==> config.mk <==
export PLATFORM = sky130hd
export DESIGN_NAME = adder_sum_stage
export DESIGN_NICKNAME = d
export VERILOG_FILES = /design/src/rtl/adder_pkg.sv /design/src/rtl/skid_reg_slice.sv /design/src/rtl/adder_sum_stage.sv
export SDC_FILE = /design/constraint.sdc
export NUM_CORES = 1
export LEC_CHECK = 0
export ABC_AREA = 1
export CAP_MARGIN = 25
export CORE_MARGIN = 1
export CORE_UTILIZATION = 33
export CTS_CLUSTER_SIZE = 28
export DETAILED_ROUTE_END_ITERATION = 10
export GPL_TIMING_DRIVEN = 1
export HOLD_SLACK_MARGIN = 0.06
export PLACE_DENSITY = 0.6
export SYNTH_ARGS = -nofsm -noshare
export SYNTH_HDL_FRONTEND = slang
export SYNTH_SLANG_ARGS = --single-unit
==> constraint.sdc <==
create_clock -name clk -period 1.6 [get_ports clk]
set_input_delay 0.16 -clock clk [delete_from_list [all_inputs] [get_ports clk]]
set_output_delay 0.16 -clock clk [all_outputs]
set_load 0.05 [all_outputs]
==> src/rtl/adder_pkg.sv <==
// Shared definitions for the adder sum stage: operand width, the packed
// result record, and the carry/sum fold built from prefix P/G terms.
package adder_pkg;

  localparam int ADD_WIDTH = 47;

  // One adder result; packed so it can travel through a plain data register.
  typedef struct packed {
    logic [ADD_WIDTH:1] sum;
    logic               cout;
    logic               ovf;
    logic               zero;
  } add_result_t;

  // Fold carry-in into the prefix terms and form sum, carry-out, signed
  // overflow and the zero flag. Bit 1 is the LSB.
  function automatic add_result_t add_fold(
    input logic [ADD_WIDTH:1] p,
    input logic [ADD_WIDTH:1] P,
    input logic [ADD_WIDTH:1] G,
    input logic               cin
  );
    logic [ADD_WIDTH+1:1] c;
    add_result_t          r;
    c[1] = cin;
    for (int i = 2; i <= ADD_WIDTH + 1; i++) begin
      c[i] = G[i-1] | (P[i-1] & cin);
    end
    r.sum  = p ^ c[ADD_WIDTH:1];
    r.cout = c[ADD_WIDTH+1];
    r.ovf  = c[ADD_WIDTH] ^ c[ADD_WIDTH+1];
    r.zero = ~|r.sum;
    return r;
  endfunction

endpackage

==> src/rtl/skid_reg_slice.sv <==
// Generic valid/ready register slice with a one-entry skid buffer.
// in_ready depends only on the skid register, so there is no combinational
// path from out_ready back upstream.
module skid_reg_slice #(
  parameter int WIDTH = 8
) (
  input  logic             clk,
  input  logic             rst_n,
  input  logic             in_valid,
  output logic             in_ready,
  input  logic [WIDTH-1:0] in_data,
  output logic             out_valid,
  input  logic             out_ready,
  output logic [WIDTH-1:0] out_data
);

  logic             out_valid_r;
  logic [WIDTH-1:0] out_data_r;
  logic             skid_valid_r;
  logic [WIDTH-1:0] skid_data_r;
  logic             accept_s;
  logic             pop_s;

  assign in_ready  = ~skid_valid_r;
  assign accept_s  = in_valid & ~skid_valid_r;
  assign pop_s     = out_valid_r & out_ready;
  assign out_valid = out_valid_r;
  assign out_data  = out_data_r;

  // Output and skid registers: refill from skid first, otherwise load new
  // data into the output when it frees up, else park it in the skid entry.
  always_ff @(posedge clk or negedge rst_n) begin
    if (!rst_n) begin
      out_valid_r  <= 1'b0;
      out_data_r   <= '0;
      skid_valid_r <= 1'b0;
      skid_data_r  <= '0;
    end else begin
      if (pop_s && skid_valid_r) begin
        out_data_r   <= skid_data_r;
        skid_valid_r <= 1'b0;
      end else if (accept_s && (!out_valid_r || pop_s)) begin
        out_data_r  <= in_data;
        out_valid_r <= 1'b1;
      end else if (accept_s) begin
        skid_data_r  <= in_data;
        skid_valid_r <= 1'b1;
      end else if (pop_s) begin
        out_valid_r <= 1'b0;
      end else begin
        out_valid_r <= out_valid_r;
      end
    end
  end

endmodule

==> src/rtl/adder_sum_stage.sv <==
// Final adder stage: combinational carry/sum fold from prefix P/G terms,
// registered through a skid slice so every output comes from a flop.
module adder_sum_stage
  import adder_pkg::*;
#(
  parameter int WIDTH = ADD_WIDTH
) (
  input  logic           clk,
  input  logic           rst_n,
  input  logic           in_valid,
  output logic           in_ready,
  input  logic [WIDTH:1] p,
  input  logic [WIDTH:1] P,
  input  logic [WIDTH:1] G,
  input  logic           cin,
  output logic           out_valid,
  input  logic           out_ready,
  output logic [WIDTH:1] sum,
  output logic           cout,
  output logic           ovf,
  output logic           zero
);

  add_result_t          result_s;
  logic [WIDTH+2:0]     out_data_s;

  assign result_s = add_fold(p, P, G, cin);

  skid_reg_slice #(
    .WIDTH (WIDTH + 3)
  ) u_slice (
    .clk       (clk),
    .rst_n     (rst_n),
    .in_valid  (in_valid),
    .in_ready  (in_ready),
    .in_data   (result_s),
    .out_valid (out_valid),
    .out_ready (out_ready),
    .out_data  (out_data_s)
  );

  assign {sum, cout, ovf, zero} = out_data_s;

endmodule

Word level (Yosys, flattened, before mapping):

Cells that the tools add are included.

* add/sub/neg operators: 0
* multiply operators: 0
* div/mod/pow operators: 0
* $lt $le $gt $ge: 0
* equal/unequal tests: 2
* shift operators: 0
* multiplexer cells: 8
* bitwise gates (word level): 101
* reductions and logical operators: 12

Operators with widths (count)
* $mux 50: 2
* $and 1x1->1: 49
* $or 1x1->1: 47
* $reduce_or 47->1: 1
* $xor 47x47->47: 1
* $mux 1: 6
* $reduce_and 3->1: 2
* $reduce_bool 2->1: 3
* $not 1->1: 3
* $logic_and 1x1->1: 2
* $logic_not 1->1: 2
* $ne 2x1->1 const B: 1
* $ne 2x2->1 const B: 1
* $reduce_and 2->1: 1
* $logic_or 1x1->1: 1
* $xor 1x1->1: 1

* bits in registers: 102
* bits in latches: 0
* bits in writable memories: 0
* bits in read-only memories: 0
* output and inout bits: 52
* word-level logic and storage cells: 127
* memories kept: 0

Logic depth before layout (Yosys ltp):

Gate-level depths: netlist of the first run.

* depth after elaboration: 7
* gate-level depth with buffers: 12
* mapped depth without buffers: 10

Hierarchy:

A second synthesis of the first run with hierarchy kept.

* cells, all modules: 971
* area, all modules: 6428.7 µm²

Modules (own cells, without submodules)
* skid_reg_slice: times used 1, cells an instance 621, area an instance 4911.0 µm²
* adder_sum_stage: times used 1, cells an instance 350, area an instance 1517.7 µm²

Worst setup path after synthesis of the first run:

No wires, ideal clock.

* path type: reg2reg
* start point: register u_slice.out_valid_r, in the netlist u_slice.out_valid
* end point: register u_slice.skid_data_r[2]
* library setup time: 133 ps
* arrival: 1632 ps
* required time: 1467 ps
* slack: -165 ps
* stages on the path, launching flop included: 10
* clock period less this slack: 1765 ps
* path through: dfrtp_1 -> inv_1 -> nor2_1 -> inv_1 -> nor2_2 -> inv_2 -> buf_2 -> clkbuf_1 -> nand2_1 -> o21ai_0

* cells in the longest elaborated chain, start to end: 5

Ends and longest elaborated chain
* start: declaration: RTL line skid_reg_slice.sv:17 `logic out_valid_r;`
* start signal: assignment: RTL line skid_reg_slice.sv:51 `out_valid_r <= out_valid_r;`
* $and 1x1->1 / $logic_not 1->1 (equally long branches): RTL line skid_reg_slice.sv:26, skid_reg_slice.sv:42
* $logic_or 1x1->1: RTL line skid_reg_slice.sv:42 `end else if (accept_s && (!out_valid_r || pop_s)) begin`
* $logic_and 1x1->1: RTL line skid_reg_slice.sv:42
* $not 1->1 (no source line)
* $reduce_and 3->1 (no source line) (*)
* end signal: assignment: RTL line skid_reg_slice.sv:46 `skid_data_r <= in_data;`
* end: declaration: RTL line skid_reg_slice.sv:20 `logic [WIDTH-1:0] skid_data_r;`

Mark *: on every way between the ends. The rest lies on a longest branch, timed or not.
A chain may end at the register's enable or synchronous reset.

Worst setup path in the final report of the first run:

* start point: register u_slice.skid_valid_r
* end point: register u_slice.out_data_r[4], in the netlist u_slice.out_data[4]

* cells in the longest elaborated chain, start to end: 4

Ends and longest elaborated chain
* start: declaration: RTL line skid_reg_slice.sv:19 `logic skid_valid_r;`
* start signal: assignment: RTL line skid_reg_slice.sv:36 `skid_valid_r <= 1'b0;`
* start signal: assignment: RTL line skid_reg_slice.sv:41 `skid_valid_r <= 1'b0;`
* start signal: assignment: RTL line skid_reg_slice.sv:47 `skid_valid_r <= 1'b1;`
* $not 1->1: RTL line skid_reg_slice.sv:25 `assign accept_s = in_valid & ~skid_valid_r;`
* $and 1x1->1: RTL line skid_reg_slice.sv:25
* $logic_and 1x1->1: RTL line skid_reg_slice.sv:42
* $reduce_bool 2->1 (no source line)
* end signal: assignment: RTL line skid_reg_slice.sv:40 `out_data_r <= skid_data_r;`
* end signal: assignment: RTL line skid_reg_slice.sv:43 `out_data_r <= in_data;`
* end: declaration: RTL line skid_reg_slice.sv:18 `logic [WIDTH-1:0] out_data_r;`

Parallel ways exist; a longest one is shown, timed or not.

==> results of run 1 <==
## routing by layer
layer	vias up	global-route usage (%)	part of all wire, %
met5	-	0	0
li1	2711	-	-
met4	0	6.71	1.9
met1	2294	23.6	47
met3	14	3.99	5.7
met2	139	29.9	46
## state kept, by name, indices dropped and copies added, names as in the netlist
register	flops
u_slice.out_data	50
u_slice.skid_valid_r	1
u_slice.skid_data_r	50
u_slice.out_valid	1
## final cells by class
cell class,count,area (um^2)
clock buffers,9,225
flip-flops and latches,102,2550
clock inverters,7,97.6
repair buffers,237,2290
multi-input cells,509,2370
inverters,66,248
well taps,211,264
fillers,1524,7380
## Yosys cell counts, types with 2 or more instances
cell type                  number  area share (%)
sky130_fd_sc_hd__nand2_1      316              22
sky130_fd_sc_hd__dfrtp_1      102              48
sky130_fd_sc_hd__inv_1         63             4.5
sky130_fd_sc_hd__o21ai_0       62             5.9
sky130_fd_sc_hd__nand3b_1      31             4.4
sky130_fd_sc_hd__o211ai_1      29             4.1
sky130_fd_sc_hd__a22oi_1       21             3.0
sky130_fd_sc_hd__clkbuf_1      19             1.3
sky130_fd_sc_hd__nor2_1        19             1.3
sky130_fd_sc_hd__nand3_1       13             1.2
sky130_fd_sc_hd__buf_2          9            0.85
sky130_fd_sc_hd__o21ai_1        5            0.47
sky130_fd_sc_hd__xor2_1         3            0.50
sky130_fd_sc_hd__a21oi_1        2            0.19
sky130_fd_sc_hd__inv_2          2            0.14
sky130_fd_sc_hd__nand4_1        2            0.24
sky130_fd_sc_hd__xnor2_1        2            0.33
## cells by family (layout without fill, tap and decap cells)
kind of cell    count (synthesis)  after routing  share of synthesized area (%)
simple gates                  382            382                           29.7
compound gates                122            122                           14.1
flops                         102            102                           48.2
buf+inv                        96            319                           7.23
xor+xnor                        5              5                          0.827
## power by group through the flow
stage          Combinational [W]  Sequential (W)  Clock [W]
2_1_floorplan            0.00196         0.00643          0
3_3_place_gp             0.00641         0.00442          0
3_5_place_dp             0.00645         0.00444          0
4_1_cts                  0.00645         0.00442    0.00244
5_1_grt                  0.00691         0.00457    0.00253
6_report                 0.00636         0.00441    0.00236
## through the flow
| stage | utilization, % | hold WS, ns | cell area [um^2] | total power [W] | TNS [ns] |
|---|---|---|---|---|---|
| floorplan | - | -0.136 | 5300 | 0.00839 | 0 |
| global placement | 50.0 | 0.169 | 7710 | 0.0108 | -0.0910 |
| detailed placement | 50.0 | 0.163 | 7710 | 0.0109 | -0.203 |
| CTS | 52.2 | 0.332 | 8050 | 0.0133 | 0 |
| global route | 52.2 | 0.362 | 8050 | 0.0140 | 0 |
| finish | 52.2 | 0.318 | 8050 | 0.0131 | 0 |
## repair_timing
action,in CTS,in global routing
hold buffers,1,0
endpoints found under the hold margin,29,0
gates resized for setup,0,0
## how the worst max path moves through the flow
stage                          from                endpoint  slack [ns]  cells after the start
2_1_floorplan  u_slice.skid_valid_r     u_slice.out_data[4]       0.002                      6
3_3_place_gp                  P[42]  u_slice.skid_data_r[0]       -0.04                     10
3_5_place_dp                  P[42]     u_slice.out_data[0]       -0.09                     10
4_1_cts        u_slice.skid_valid_r    u_slice.out_data[29]        0.17                      8
5_1_grt           u_slice.out_valid    u_slice.out_data[29]         0.1                      8
6_report       u_slice.skid_valid_r     u_slice.out_data[4]        0.20                      7
==> out/results.md, run 1 <==
| Parameter | Reported |
|:---|:---|
| Reg-to-reg endpoint | u_slice.out_data[4] |
| Classification of the worst setup path | flop to flop |
| Die area | 16600 um^2 |
| Measured slew at the worst slew-check pin | 0.504 ns |
| Net count of the mapped netlist | 853 |
| Relative max-transition margin | 66.4% |
| Placement row count | 45 |
| Initial drt markers | 210 |
| Quantity of I/O buffers inserted on ports | 197 |
| Unique masters post-synth | 24 |
| Count of mapped cells out of synthesis | 707 |
| Residual DRC count | 0 |
| Highest-count cells in the layout ignoring fill and taps | sky130_fd_sc_hd__nand2_1 (316), sky130_fd_sc_hd__clkdlybuf4s50_1 (143), sky130_fd_sc_hd__dfrtp_1 (101) |
| Post-DP HPWL | 11000 um |
| Power share of the sequential group | 33.6% |
| Global routing usage summed across all routing layers | 18.2% |
| Number of max-slew violations in the final report | 0 |
| Slack of the critical path | 0.199 ns |
| Clock root buffer | sky130_fd_sc_hd__clkbuf_16 |
| Initial standard-cell utilization of the core | 34.3% |
| Leakage power of the design | 3.97 nW |
| Classification of the worst-slack hold path | primary input to asynchronous set/reset pin |
| Clock latency on the worst-skew pair | 0.35 ns |
| Share of post-route cells with drive strength above 1 | 12.6% |
| List of cells traversed by the critical path | inv_2, nand2_1, nor2_1, buf_4, nor2_4, buf_12, a221o_1 |
| Number of levels the H-tree was split into | 3 |
| Critical path arrival | 1.63 ns |
| Design internal power | 0.00745 W |
| Yosys reg bits | 102 |
| Number of max-capacitance violations reported | 0 |
| Gate family responsible for the most delay along the worst path | flip-flops |
| Non-filler cells in the finished layout | 1141 |
| Total power per unit cell area | 1630 nW/um^2 |
| Post-CTS Setup Bufs | 0 |
| Post-Syn Area per Cell | 7.49 um^2 |
| Combinational group share of total power | 48.4% |
| Req. time, crit path | 1.83 ns |
| Leading cell type in the layout, fill and taps excluded | sky130_fd_sc_hd__nand2_1 |
| Die Span X | 129 um |
| Post-Route Skew | 0.00629 ns |
| Reg2reg setup slack | 0.20 ns |
| Count of antenna diodes in the layout | 0 |
| Net count of the finished layout | 1071 |
| Std-Cell Core Area | 15400 um^2 |
| Post-Place Worst Slack | -0.0897 ns |
| Crit path largest cell delay | 0.39 ns |
| Synth Flop Type | sky130_fd_sc_hd__dfrtp_1 |
| Upper clock frequency limit | 714 MHz |
| Inst Count DP | 1124 |
| Global route overflow | 0 |
| Wire length of the first global-routing pass | 23600 um |
| Total vias in the final route | 5158 |
| Count of final setup violators | 0 |
| Capturing element type of the critical path | flop |
| Num CTS Buffers | 9 |
| CTS sink count | 102 |
| Post-detailed-route count of antenna-violating nets | 0 |
| NetSw | 0.00569 W |
| Die Height | 129 um |
| Number of top-level pins | 198 |
| Type of element launching the critical path | flop |
| Sequential cell area fraction in the yosys report | 48.2% |
| Max stage delay cell, worst path | sky130_fd_sc_hd__dfrtp_1 |
| Final min period | 1.40 ns |
| Setup repair after global routing missed its margin | false |
| Number of iterations in the first detailed-routing pass | 4 |
| Area delta synth->final | 51.9% |
| Via-per-instance ratio | 4.52 |
| Average detailed-routed wire length per instance | 12.6 um |
| Worst IR drop on VDD | 0.668 mV |
| Critical path buffer and inverter count | 3 |
| Antenna violations before repair | 0 |
| Period utilisation layout | 87.6% |
| WL final | 14300 um |
| Last weighted congestion value of the routability-driven placer | 0.738 |
| Buffers from clock root to sink, at most | 2 |
| Crit path max fanout | 12 |
| Worst-case reg-to-reg path depth | 7 |
| Outcome | completed |
| Share of power burned in the clock network | 18.0% |
| Crit Reg-Reg Startpoint | u_slice.skid_valid_r |
| Post-synthesis async set-or-reset flop share | 100% |
| Number of synthesis warnings | 0 |
| Switching power as a share of total power | 43.3% |
| Largest net degree at the start of global routing | 37 |
| Number of enable-type register cells in the synthesized netlist | 0 |
| Netlist area before placement | 5300 um^2 |
| Final hold violation count | 0 |
| TritonCTS clock tree | done |
| Number of global-route vias before repair | 4931 |
| Clock-pin slew reported for the worst setup and hold paths after clock tree synthesis | 0.07 ns |
Note: power is estimated with default switching activity, not from simulation.
==> run 2: changes to the inputs <==
--- a/config.mk
+++ b/config.mk
@@ -13,7 +13,7 @@
 export DETAILED_ROUTE_END_ITERATION = 10
 export GPL_TIMING_DRIVEN = 1
 export HOLD_SLACK_MARGIN = 0.06
-export PLACE_DENSITY = 0.6
+export PLACE_DENSITY = 0.59
 export SYNTH_ARGS = -nofsm -noshare
 export SYNTH_HDL_FRONTEND = slang
 export SYNTH_SLANG_ARGS = --single-unit
==> out/results.md, run 2 (synthesis gave the netlist of run 1 again) <==
| Parameter | Reported |
|:---|:---|
| Outcome | completed |
| Largest net degree at the start of global routing | 58 |
| Count of fill cells added during filler insertion | 1503 |
| Count of final setup violators | 0 |
| Die Height | 129 um |
| Antenna violations before repair | 0 |
| Non-filler cells in the finished layout | 1137 |
| Final instance area | 7910 um^2 |
| Number of top-level pins | 198 |
| Met2 Resource Use GR | 34.1% |
| Placement row count | 45 |
| Inst Count DP | 1122 |
| Share of post-route cells with drive strength above 1 | 12.0% |
| Global routing usage summed across all routing layers | 18.9% |
| Core utilization of the finished layout | 51.3% |
| Post-DP HPWL | 11600 um |
| Global route overflow | 0 |
| Number of max-capacitance violations reported | 0 |
| Period utilisation layout | 91.0% |
| Buffers from clock root to sink, at most | 2 |
| Classification of the worst setup path | flop to flop |
| Die Span X | 129 um |
| Global Route met3 Usage | 3.24% |
| Area after detailed placement | 7620 um^2 |
| Worst-case reg-to-reg path depth | 8 |
| Type of element launching the critical path | flop |
| Post-detailed-route count of antenna-violating nets | 0 |
| Req. time, crit path | 1.82 ns |
| CTS sink count | 102 |
| Post-CTS Setup Bufs | 0 |
| Wire length of the first global-routing pass | 24900 um |
| Post-Route Skew | 0.00640 ns |
| Leading cell type in the layout, fill and taps excluded | sky130_fd_sc_hd__nand2_1 |
| Initial standard-cell utilization of the core | 34.3% |
| Total power per unit cell area | 1630 nW/um^2 |
| Number of levels the H-tree was split into | 3 |
| Measured slew at the worst slew-check pin | 0.456 ns |
| Worst IR drop on VDD | 0.748 mV |
| Upper clock frequency limit | 687 MHz |
| Reg2reg setup slack | 0.14 ns |
| Count of antenna diodes in the layout | 0 |
| Last weighted congestion value of the routability-driven placer | 0.779 |
| Initial drt markers | 246 |
| Via-per-instance ratio | 4.68 |
| Final hold violation count | 0 |
| WL final | 14900 um |
| Average detailed-routed wire length per instance | 13.1 um |
| Clock latency on the worst-skew pair | 0.34 ns |
| Critical path arrival | 1.67 ns |
| Highest-count cells in the layout ignoring fill and taps | sky130_fd_sc_hd__nand2_1 (316), sky130_fd_sc_hd__clkdlybuf4s50_1 (143), sky130_fd_sc_hd__dfrtp_1 (101) |
| Setup repair after global routing missed its margin | false |
| Relative max-transition margin | 69.6% |
| Classification of the worst-slack hold path | primary input to asynchronous set/reset pin |
| Final min period | 1.46 ns |
| Die area | 16600 um^2 |
| Startpoint of the most critical setup path | u_slice.out_valid |
| Residual DRC count | 0 |
| Std-Cell Core Area | 15400 um^2 |
| Number of max-slew violations in the final report | 0 |
| Clock-pin slew reported for the worst setup and hold paths after clock tree synthesis | 0.07 ns |
| Crit path max fanout | 57 |
| Crit Reg-Reg Startpoint | u_slice.out_valid |
| Num CTS Buffers | 9 |
| Area delta synth->final | 49.3% |
| Leakage power of the design | 3.91 nW |
| Reg-to-reg endpoint | u_slice.skid_data_r[9] |
| Quantity of I/O buffers inserted on ports | 197 |
| Worst hold slack across all endpoints | 0.314 ns |
| Clock root buffer | sky130_fd_sc_hd__clkbuf_16 |
| Number of global-route vias before repair | 5262 |
| TritonCTS clock tree | done |
| Number of iterations in the first detailed-routing pass | 5 |
| Global routing usage on met1 | 23.0% |
| Net count of the finished layout | 1069 |
| Capturing instance or port of the critical path | u_slice.skid_data_r[9] |
| Capturing element type of the critical path | flop |
| Total vias in the final route | 5320 |
| Most heavily used metal layer in global routing | met2 |
[run 2: cell types whose count changed in the layout (fill, tap and decap cells not counted), sizes merged]
cell | before | now
inv | 67 | 66
clkbuf | 9 | 12
clkinv | 2 | 1
buf | 93 | 91
clkinvlp | 2 | 0
bufinv | 2 | 1
[run 2: worst max-delay path: stages (launching register included)]
cell and delay [ns]:
sky130_fd_sc_hd__dfrtp_2 0.37, sky130_fd_sc_hd__inv_1 0.05, sky130_fd_sc_hd__nor2_1 0.20, sky130_fd_sc_hd__inv_1 0.11, sky130_fd_sc_hd__nor2_2 0.15, sky130_fd_sc_hd__inv_2 0.08, sky130_fd_sc_hd__buf_12 0.19, sky130_fd_sc_hd__nand2_1 0.08
sky130_fd_sc_hd__o21ai_0 0.08
[run 2: stage by stage]
step / setup slack (ns) / setup TNS, ns / total power (W)
after floorplan: 0.00159 / 0 / 0.00839
after global placement: -0.0853 / -2.72 / 0.0107
after detailed placement: -0.139 / -4.85 / 0.0109
after CTS: 0.0705 / 0 / 0.0130
after global routing: 0.0293 / 0 / 0.0137
final: 0.144 / 0 / 0.0129
[run 2: area by class of cell]
cell class                 count  area [um^2]  share of cell area, %
timing repair buffer         235         2200                   27.8
sequential                   102         2550                   32.3
inverter                      66          248                   3.13
clock buffer                  12          236                   2.99
multi-input combinational    509         2380                   30.1
tap                          211          264                   3.34
clock inverter                 2         35.0                  0.443
[run 2: how the worst min path moves through the flow]
stage                                    endpoint  cells after the start   from
final                        u_slice.out_data[43]                      2  rst_n
after global routing         u_slice.out_data[44]                      2  rst_n
after CTS                    u_slice.out_data[40]                      2  rst_n
after detailed placement  u_slice.skid_data_r[39]                      1  rst_n
after global placement    u_slice.skid_data_r[39]                      1  rst_n
after floorplan               u_slice.out_data[0]                      0  rst_n
[run 2: power breakdown]
part / internal (W) / switching, W
sequential: 0.00378 / 0.000676
combinational: 0.00222 / 0.00409
clock: 0.00120 / 0.000904
total: 0.00719 / 0.00567
[run 2: repair_timing]
| action | in CTS | in global routing |
|---|---|---|
| hold endpoints to repair | 32 | 0 |
| endpoints found under the setup margin | 1 | 2 |
| hold buffers | 1 | 0 |
| gates resized for setup | 1 | 1 |
[run 2: routing by layer]
metal,wire [um],vias to the layer above
met5,0,-
met4,242,0
met3,674,16
met2,7630,132
met1,6390,2478
li1,-,2694
